===== src/rtl/rr_mux8_arbiter.sv =====
// rr_mux8_arbiter: round-robin arbiter for eight sources sharing one N-bit 8:1 mux.
// The winner is steered through the mux into a registered valid/ready output stage.
// A one-hot grant pulses back to the winning source on the edge that consumes its beat.
module rr_mux8_arbiter #(
  parameter int N = 4
) (
  input  logic         clk,
  input  logic         rst_n,
  input  logic [7:0]   req,
  input  logic [N-1:0] d0,
  input  logic [N-1:0] d1,
  input  logic [N-1:0] d2,
  input  logic [N-1:0] d3,
  input  logic [N-1:0] d4,
  input  logic [N-1:0] d5,
  input  logic [N-1:0] d6,
  input  logic [N-1:0] d7,
  output logic [7:0]   gnt,
  output logic [2:0]   sel,
  output logic         out_valid,
  input  logic         out_ready,
  output logic [N-1:0] out_data,
  output logic [2:0]   out_src
);

  logic [2:0]   ptr;
  logic [2:0]   win;
  logic [N-1:0] mux_d;
  logic         load;

  // Round-robin search starting at ptr; falls back to ptr when nothing requests.
  always_comb begin
    logic       found;
    logic [2:0] idx;
    win   = ptr;
    found = 1'b0;
    idx   = '0;
    for (int unsigned i = 0; i < 8; i++) begin
      idx = ptr + 3'(i);
      if (!found && req[idx]) begin
        win   = idx;
        found = 1'b1;
      end
    end
  end

  // Shared 8:1 data mux steered by the arbitration result.
  always_comb begin
    mux_d = '0;
    case (win)
      3'd0: mux_d = d0;
      3'd1: mux_d = d1;
      3'd2: mux_d = d2;
      3'd3: mux_d = d3;
      3'd4: mux_d = d4;
      3'd5: mux_d = d5;
      3'd6: mux_d = d6;
      3'd7: mux_d = d7;
      default: mux_d = '0;
    endcase
  end

  // Load when someone requests and the output register is free or being drained;
  // grant is held off while reset is asserted.
  always_comb begin
    load = (|req) && (!out_valid || out_ready);
    sel  = win;
    gnt  = '0;
    if (load && rst_n)
      gnt = 8'b1 << win;
  end

  // Output register and priority pointer; out_valid encodes EMPTY/FULL.
  always_ff @(posedge clk or negedge rst_n) begin
    if (!rst_n) begin
      out_valid <= 1'b0;
      out_data  <= '0;
      out_src   <= '0;
      ptr       <= '0;
    end else if (load) begin
      out_valid <= 1'b1;
      out_data  <= mux_d;
      out_src   <= win;
      ptr       <= win + 3'd1;
    end else if (out_ready) begin
      out_valid <= 1'b0;
    end
  end

endmodule


===== config.mk =====
export PLATFORM = sky130hd
export DESIGN_NAME = rr_mux8_arbiter
export DESIGN_NICKNAME = d
export VERILOG_FILES = /design/src/rtl/rr_mux8_arbiter.sv
export SDC_FILE = /design/constraint.sdc
export NUM_CORES = 1
export LEC_CHECK = 0
export BUFFER_PORTS_ARGS = -buffer_cell sky130_fd_sc_hd__buf_4
export CAP_MARGIN = 0
export CORE_AREA = 2 2 54 82
export DETAILED_ROUTE_END_ITERATION = 8
export DIE_AREA = 0 0 56 84
export GPL_ROUTABILITY_DRIVEN = 0
export HOLD_SLACK_MARGIN = 0.1
export PLACE_DENSITY = 0.72
export SYNTH_ARGS = -nofsm -noshare
export SYNTH_HDL_FRONTEND = slang
export SYNTH_SLANG_ARGS = --single-unit

===== constraint.sdc =====
create_clock -name clk -period 6.5 [get_ports clk]
set_clock_uncertainty 0.15 [all_clocks]
set_input_delay 0.65 -clock clk [delete_from_list [all_inputs] [get_ports clk]]
set_output_delay 0.65 -clock clk [all_outputs]
set_load 0.02 [all_outputs]

==> flow_metrics.env, run 1 <==
export IMPL_r2r_end="out_data[2]"
export IMPL_start_util_pct=43.17
export IMPL_gr_usage_met3_pct=1.240
export IMPL_drt_wl_total_um=5226
export IMPL_numPortBuffers=61
export IMPL_final_layout_size_suffix_gt1_share_pct=34.10
export IMPL_row_count=29
export IMPL_cp_end_kind="output port"
export IMPL_worstSetupPathType="flop to output port"
export IMPL_dp_hpwl_um=4170
export IMPL_postCtsHoldBufs=1
export IMPL_min_path_cells=2
export IMPL_yosysSeqAreaShare_pct=15.69
export IMPL_ys_async_sr_fraction_pct=100.0
export IMPL_rrSetupSlack_ps=1400
export IMPL_arrival_ps=4400
export IMPL_multi_input_area_um2=1344
export IMPL_worstMarginPinSlew_ps=674.4
export IMPL_grt_pass1_wl_um=8459
export IMPL_antenna_found_initial=0
export IMPL_fillers=389
export IMPL_diodes=0
export IMPL_rsz0062_at_grt="false"
export IMPL_fmax_mhz=192.4
export IMPL_crit_fanout=13
export IMPL_drc=0
export IMPL_boundaryPins=62
export IMPL_nNetsFinal=313
export IMPL_crit_path_start_kind="flop"
export IMPL_synth_top_area_share_pct=15.69
export IMPL_grt_max_degree=21
export IMPL_grt_usage_pct=22.29
export IMPL_yosysTopAreaCell="dfrtp_1"
export IMPL_coreArea_um2=4064
export IMPL_drt_iter0_markers=53
export IMPL_period_minus_slack_ps=5198
export IMPL_die_area_um2=4704
export IMPL_use_met1_pct=23.34
export IMPL_die_x_um=56
export IMPL_status="finished clean"
export IMPL_synthCells=205
export IMPL_drv_slew=0
export IMPL_grt_ovfl_total=0
export IMPL_vias=1867
export IMPL_numCtsBuffers=3
export IMPL_drt_pass1_iterations=5
export IMPL_wl_per_cell_um=17.02
export IMPL_hold_path_class="flop to flop"
export IMPL_hold_viol_final=0
export IMPL_ant_nets=0
export IMPL_cts_setup_buffers=0
export IMPL_synth_warnings=0
export IMPL_die_height_um=84
export IMPL_final_cell_mix="65 x buf_4, 22 x nand2_1, 15 x mux2i_1, 12 x nor2_1"
export IMPL_maxCapViolations=0
export IMPL_grt_pass1_vias=1856
export IMPL_worstRegToRegCells=16
export IMPL_h_tree_depth=1
export IMPL_clk_latency_ps=240
export IMPL_layout_commonest_cell="buf_4"
export IMPL_r2r_start="ptr[1]"
export IMPL_grt_use_met2_pct=45.03
export IMPL_synth_top_cells_by_area="dfrtp_1 16%, mux4_2 10%, mux2i_1 8.6%, ha_1 5.7%, nand2_1 4.7%"
export IMPL_min_to="out_data[3]"
export IMPL_cts_tree="built"
export IMPL_area_growth_pct=29.81
export IMPL_fin_ws_ps=1302
export IMPL_root_buffer="clkbuf_8"
export IMPL_clk_transition_reported_paths_ps=50
export IMPL_syn_cell_area_um2=1754
export IMPL_ctsResizeCount=0
export IMPL_avgSynthCellArea_um2=8.557
export IMPL_netlist_cell_type_count=56
export IMPL_clk_path_buf_depth=2
export IMPL_place_ws_ps=1413
export IMPL_period_share_pct=79.97
export IMPL_grt_busiest_layer="met2"
export IMPL_syn_nets=256
export IMPL_setup_violations=0
export IMPL_setup_tns_ps=0
export IMPL_max_slew_margin_pct=54.74
export IMPL_synthFlopType="dfrtp_1"
export IMPL_cp_data_required_time_ps=5700
export IMPL_synth_edf_count=0
export IMPL_hold_start="out_data[3]"
export IMPL_seq_area_um2=275.3
export IMPL_clock_sinks=11
export IMPL_via_per_inst=6.081
export IMPL_ys_ff_latch=11
## cells in the mapped netlist (3+ instances only)
library cell	count
a31oi_1	4
nand2b_1	6
and3_1	4
inv_1	11
mux2i_1	15
a311oi_1	3
buf_6	3
buf_2	3
nor2_1	12
nor3_1	5
nand2_1	22
nand3_1	5
a21oi_1	7
mux4_2	8
mux2_2	5
dfrtp_1	11
clkbuf_1	7
a211oi_1	3
o21ai_1	6
a221oi_1	4
ha_1	8
and3b_1	4
xnor2_1	3
## per-stage QoR
step	util, %	hold WS [ps]	cells	area (um2)
6_report	56.03	339.4	307	2277
5_1_grt	56.03	387.1	307	2277
4_1_cts	56.03	338.9	307	2277
3_5_place_dp	54.65	327.3	302	2221
2_1_floorplan	-	204.4	205	1754
3_3_place_gp	54.65	336.1	302	2221
## cell type report
class / count / area share [%]
flip-flops and latches: 11 / 12.09
clock inverters: 1 / 0.2198
multi-input cells: 167 / 59.01
clock buffers: 3 / 1.813
repair buffers: 66 / 21.87
inverters: 13 / 2.473
well taps: 46 / 2.527
## registers in the layout, indices dropped and copies added, names as in the netlist
register	flops
out_data	4
out_src	3
ptr	3
out_valid	1
## critical path, cell delays in order, from the launching register on
cell       delay (ps)
dfrtp_1           340
inv_1              80
ha_1              640
mux4_2            650
mux2i_1           320
nand3_1           130
o21bai_2          260
and3_1            160
a211oi_1          220
a2bb2oi_1         360
inv_1             140
ha_1              250
ha_1              270
and3_1            180
buf_4             150
## logic make-up after synthesis
logic type      Yosys count  share of synthesized area [%]
simple gates             67                          19.47
compound gates           58                          26.03
mux                      29                          22.89
buf+inv                  27                          7.703
flops                    11                          15.69
fa+ha+maj                 8                          5.706
xor+xnor                  5                          2.497
## worst max path at each step
stage	end	start	cells past startpoint	slack (ps)
after global routing	gnt[3]	ptr[1]	14	1030
final	gnt[3]	ptr[1]	14	1300
after detailed placement	out_data[2]	ptr[1]	16	1410
after global placement	out_data[2]	ptr[1]	16	1450
after floorplan	gnt[1]	ptr[1]	15	1310
after CTS	gnt[3]	ptr[1]	14	1300
## layer usage
layer / routed length (um) / vias to the layer above
met2: 2978 / 56
met3: 179 / 10
met4: 91 / 0
li1: - / 904
met1: 1977 / 897
met5: 0 / -
Power of run 1 is left out: the tool's default activity adds up to more than one toggle a clock period on the data nets, which glitch-free logic cannot reach.
==> inputs of run 2 (changes only) <==
Settings changed: PLACE_DENSITY 0.72 to 0.74.
Clock period 6.5 ns to 4.3 ns, I/O delays scaled along.
==> run 2 against run 1 <==
  * Hold slack lost 11 ps
  * Register-to-register slack lost 1200 ps
  * Worst setup slack got worse by 1200 ps
  * Cell count up 5.9%
  * Largest cell class unchanged
  * Critical endpoint is now gnt[7]
  * Critical path type unchanged
  * Global-route usage rose by 1.7 points
==> flow_metrics.env, run 2 (synthesis results as in run 1) <==
export IMPL_status="finished clean"
export IMPL_grt_ovfl_total=0
export IMPL_grt_pass1_wl_um=9211
export IMPL_drt_iter0_markers=65
export IMPL_row_count=29
export IMPL_crit_path_start_kind="flop"
export IMPL_place_ws_ps=103.2
export IMPL_rsz0062_at_grt="true"
export IMPL_fmax_mhz=238.6
export IMPL_drv_slew=0
export IMPL_crit_top_cell="ha_2"
export IMPL_via_per_inst=6.031
export IMPL_clk_path_buf_depth=2
export IMPL_cp_data_required_time_ps=3720
export IMPL_regMostFlops="out_data"
export IMPL_h_tree_depth=1
export IMPL_arrival_ps=3610
export IMPL_die_height_um=84
export IMPL_clk_latency_ps=240
export IMPL_worst_path_buf_inv=2
export IMPL_dp_hpwl_um=4442
export IMPL_grt_pass1_vias=1991
export IMPL_wl_per_cell_um=17.43
export IMPL_worst_hold_slack_ps=328.9
export IMPL_crit_fanout=7
export IMPL_die_x_um=56
export IMPL_clk_transition_reported_paths_ps=50
export IMPL_diodes=0
export IMPL_path_cells="inv_2, ha_4, mux4_2, mux2_4, a2bb2o_4, nand2_1, a31oi_1, nor2_1, xnor2_2, ha_2, ha_2, and3_1, buf_4"
export IMPL_fin_ws_ps=109.7
export IMPL_hold_path_class="input port to flop"
export IMPL_drc=0
export IMPL_root_buffer="clkbuf_8"
export IMPL_vias=1960
export IMPL_coreArea_um2=4064
export IMPL_placed_cells=316
export IMPL_ant_nets=0
export IMPL_period_share_pct=97.45
export IMPL_cp_slowest_cell="mux4_2"
export IMPL_drt_wl_total_um=5664
export IMPL_area_growth_pct=46.65
export IMPL_hold_viol_final=0
export IMPL_reg_largest_list="out_data (4), out_src (3), ptr (3)"
export IMPL_final_layout_size_suffix_gt1_share_pct=45.88
export IMPL_cts_tree="built"
export IMPL_grt_max_degree=20
export IMPL_cp_end_kind="output port"
export IMPL_period_minus_slack_ps=4190
export IMPL_numPortBuffers=61
export IMPL_numCtsBuffers=3
export IMPL_start_util_pct=43.17
export IMPL_maxCapViolations=0
export IMPL_largest_register_ffs=4
export IMPL_grt_usage_pct=24.00
export IMPL_nNetsFinal=331
export IMPL_cpPeakStageDelay_ps=600
export IMPL_max_slew_margin_pct=53.81
export IMPL_worstSetupPathType="flop to output port"
export IMPL_final_cell_mix="82 x buf_4, 22 x nand2_1, 13 x mux2i_1, 12 x nor2_1, 10 x dfrtp_1"
export IMPL_finalNonFillerCells=325
export IMPL_antenna_found_initial=0
export IMPL_path_delay_family="multiplexers"
export IMPL_boundaryPins=62
export IMPL_clock_sinks=11
export IMPL_layout_commonest_cell="buf_4"
export IMPL_worstMarginPinSlew_ps=688.3
export IMPL_die_area_um2=4704
export IMPL_setup_violations=0
export IMPL_drt_pass1_iterations=5
-- run 2: cell types whose count changed in the layout (fill, tap and decap cells not counted), sizes merged --
| cell | delta |
|---|---|
| buf | +18 |
-- run 2: routing by layer --
metal	part of all wire, %	routed length, um	GRT usage [%]
met1	37	2075	26.45
met2	57	3210	45.88
met3	4.4	252	2.326
met4	2.2	126	8.874
met5	0	0	0
-- run 2: path summary, 6_finish.rpt --
check | start | endpoint | slack, ps | cells after the start
max reg2reg | ptr[0] | out_data[2] | 160 | 15
min | d0[2] | out_data[2] | 330 | 2
max | ptr[0] | gnt[7] | 110 | 13
max in group asynchronous | rst_n | ptr[1] | 3380 | 2
min reg2reg | out_src[2] | out_src[2] | 350 | 2
min in group asynchronous | rst_n | out_data[2] | 430 | 2
-- run 2: per-stage QoR --
step	util, %	setup TNS, ps	area (um2)
2_1_floorplan	-	-17.69	1851
3_3_place_gp	59.05	0	2400
3_5_place_dp	59.05	0	2400
4_1_cts	60.56	0	2461
5_1_grt	63.30	-147.9	2572
6_report	63.30	0	2572
-- run 2: worst reg2reg max path, stage by stage, from the launching register on --
cell,delay (ps)
dfrtp_1,370
inv_2,60
ha_4,290
mux4_2,600
mux2_4,320
a2bb2o_4,240
a311oi_1,100
o31ai_1,280
a2bb2oi_2,210
inv_2,90
ha_2,210
ha_2,200
a221o_1,340
a221oi_1,210
mux2i_1,110
o221a_1,230
-- run 2: timing repair --
item,in CTS,in global routing
hold buffers,1,0
endpoints found under the hold margin,11,0
gates resized for setup,2,13
buffers inserted,0,4
pin swaps,0,5
setup endpoints to repair,2,12
-- run 2: area by class of cell --
type	instances	area, um2
multi-input cells	167	1499
fillers	350	1491
repair buffers	84	636.9
flip-flops and latches	11	276.5
well taps	46	57.56
inverters	13	56.30
clock buffers	3	41.29
clock inverters	1	5.005
Power of run 2 is left out for the same reason.
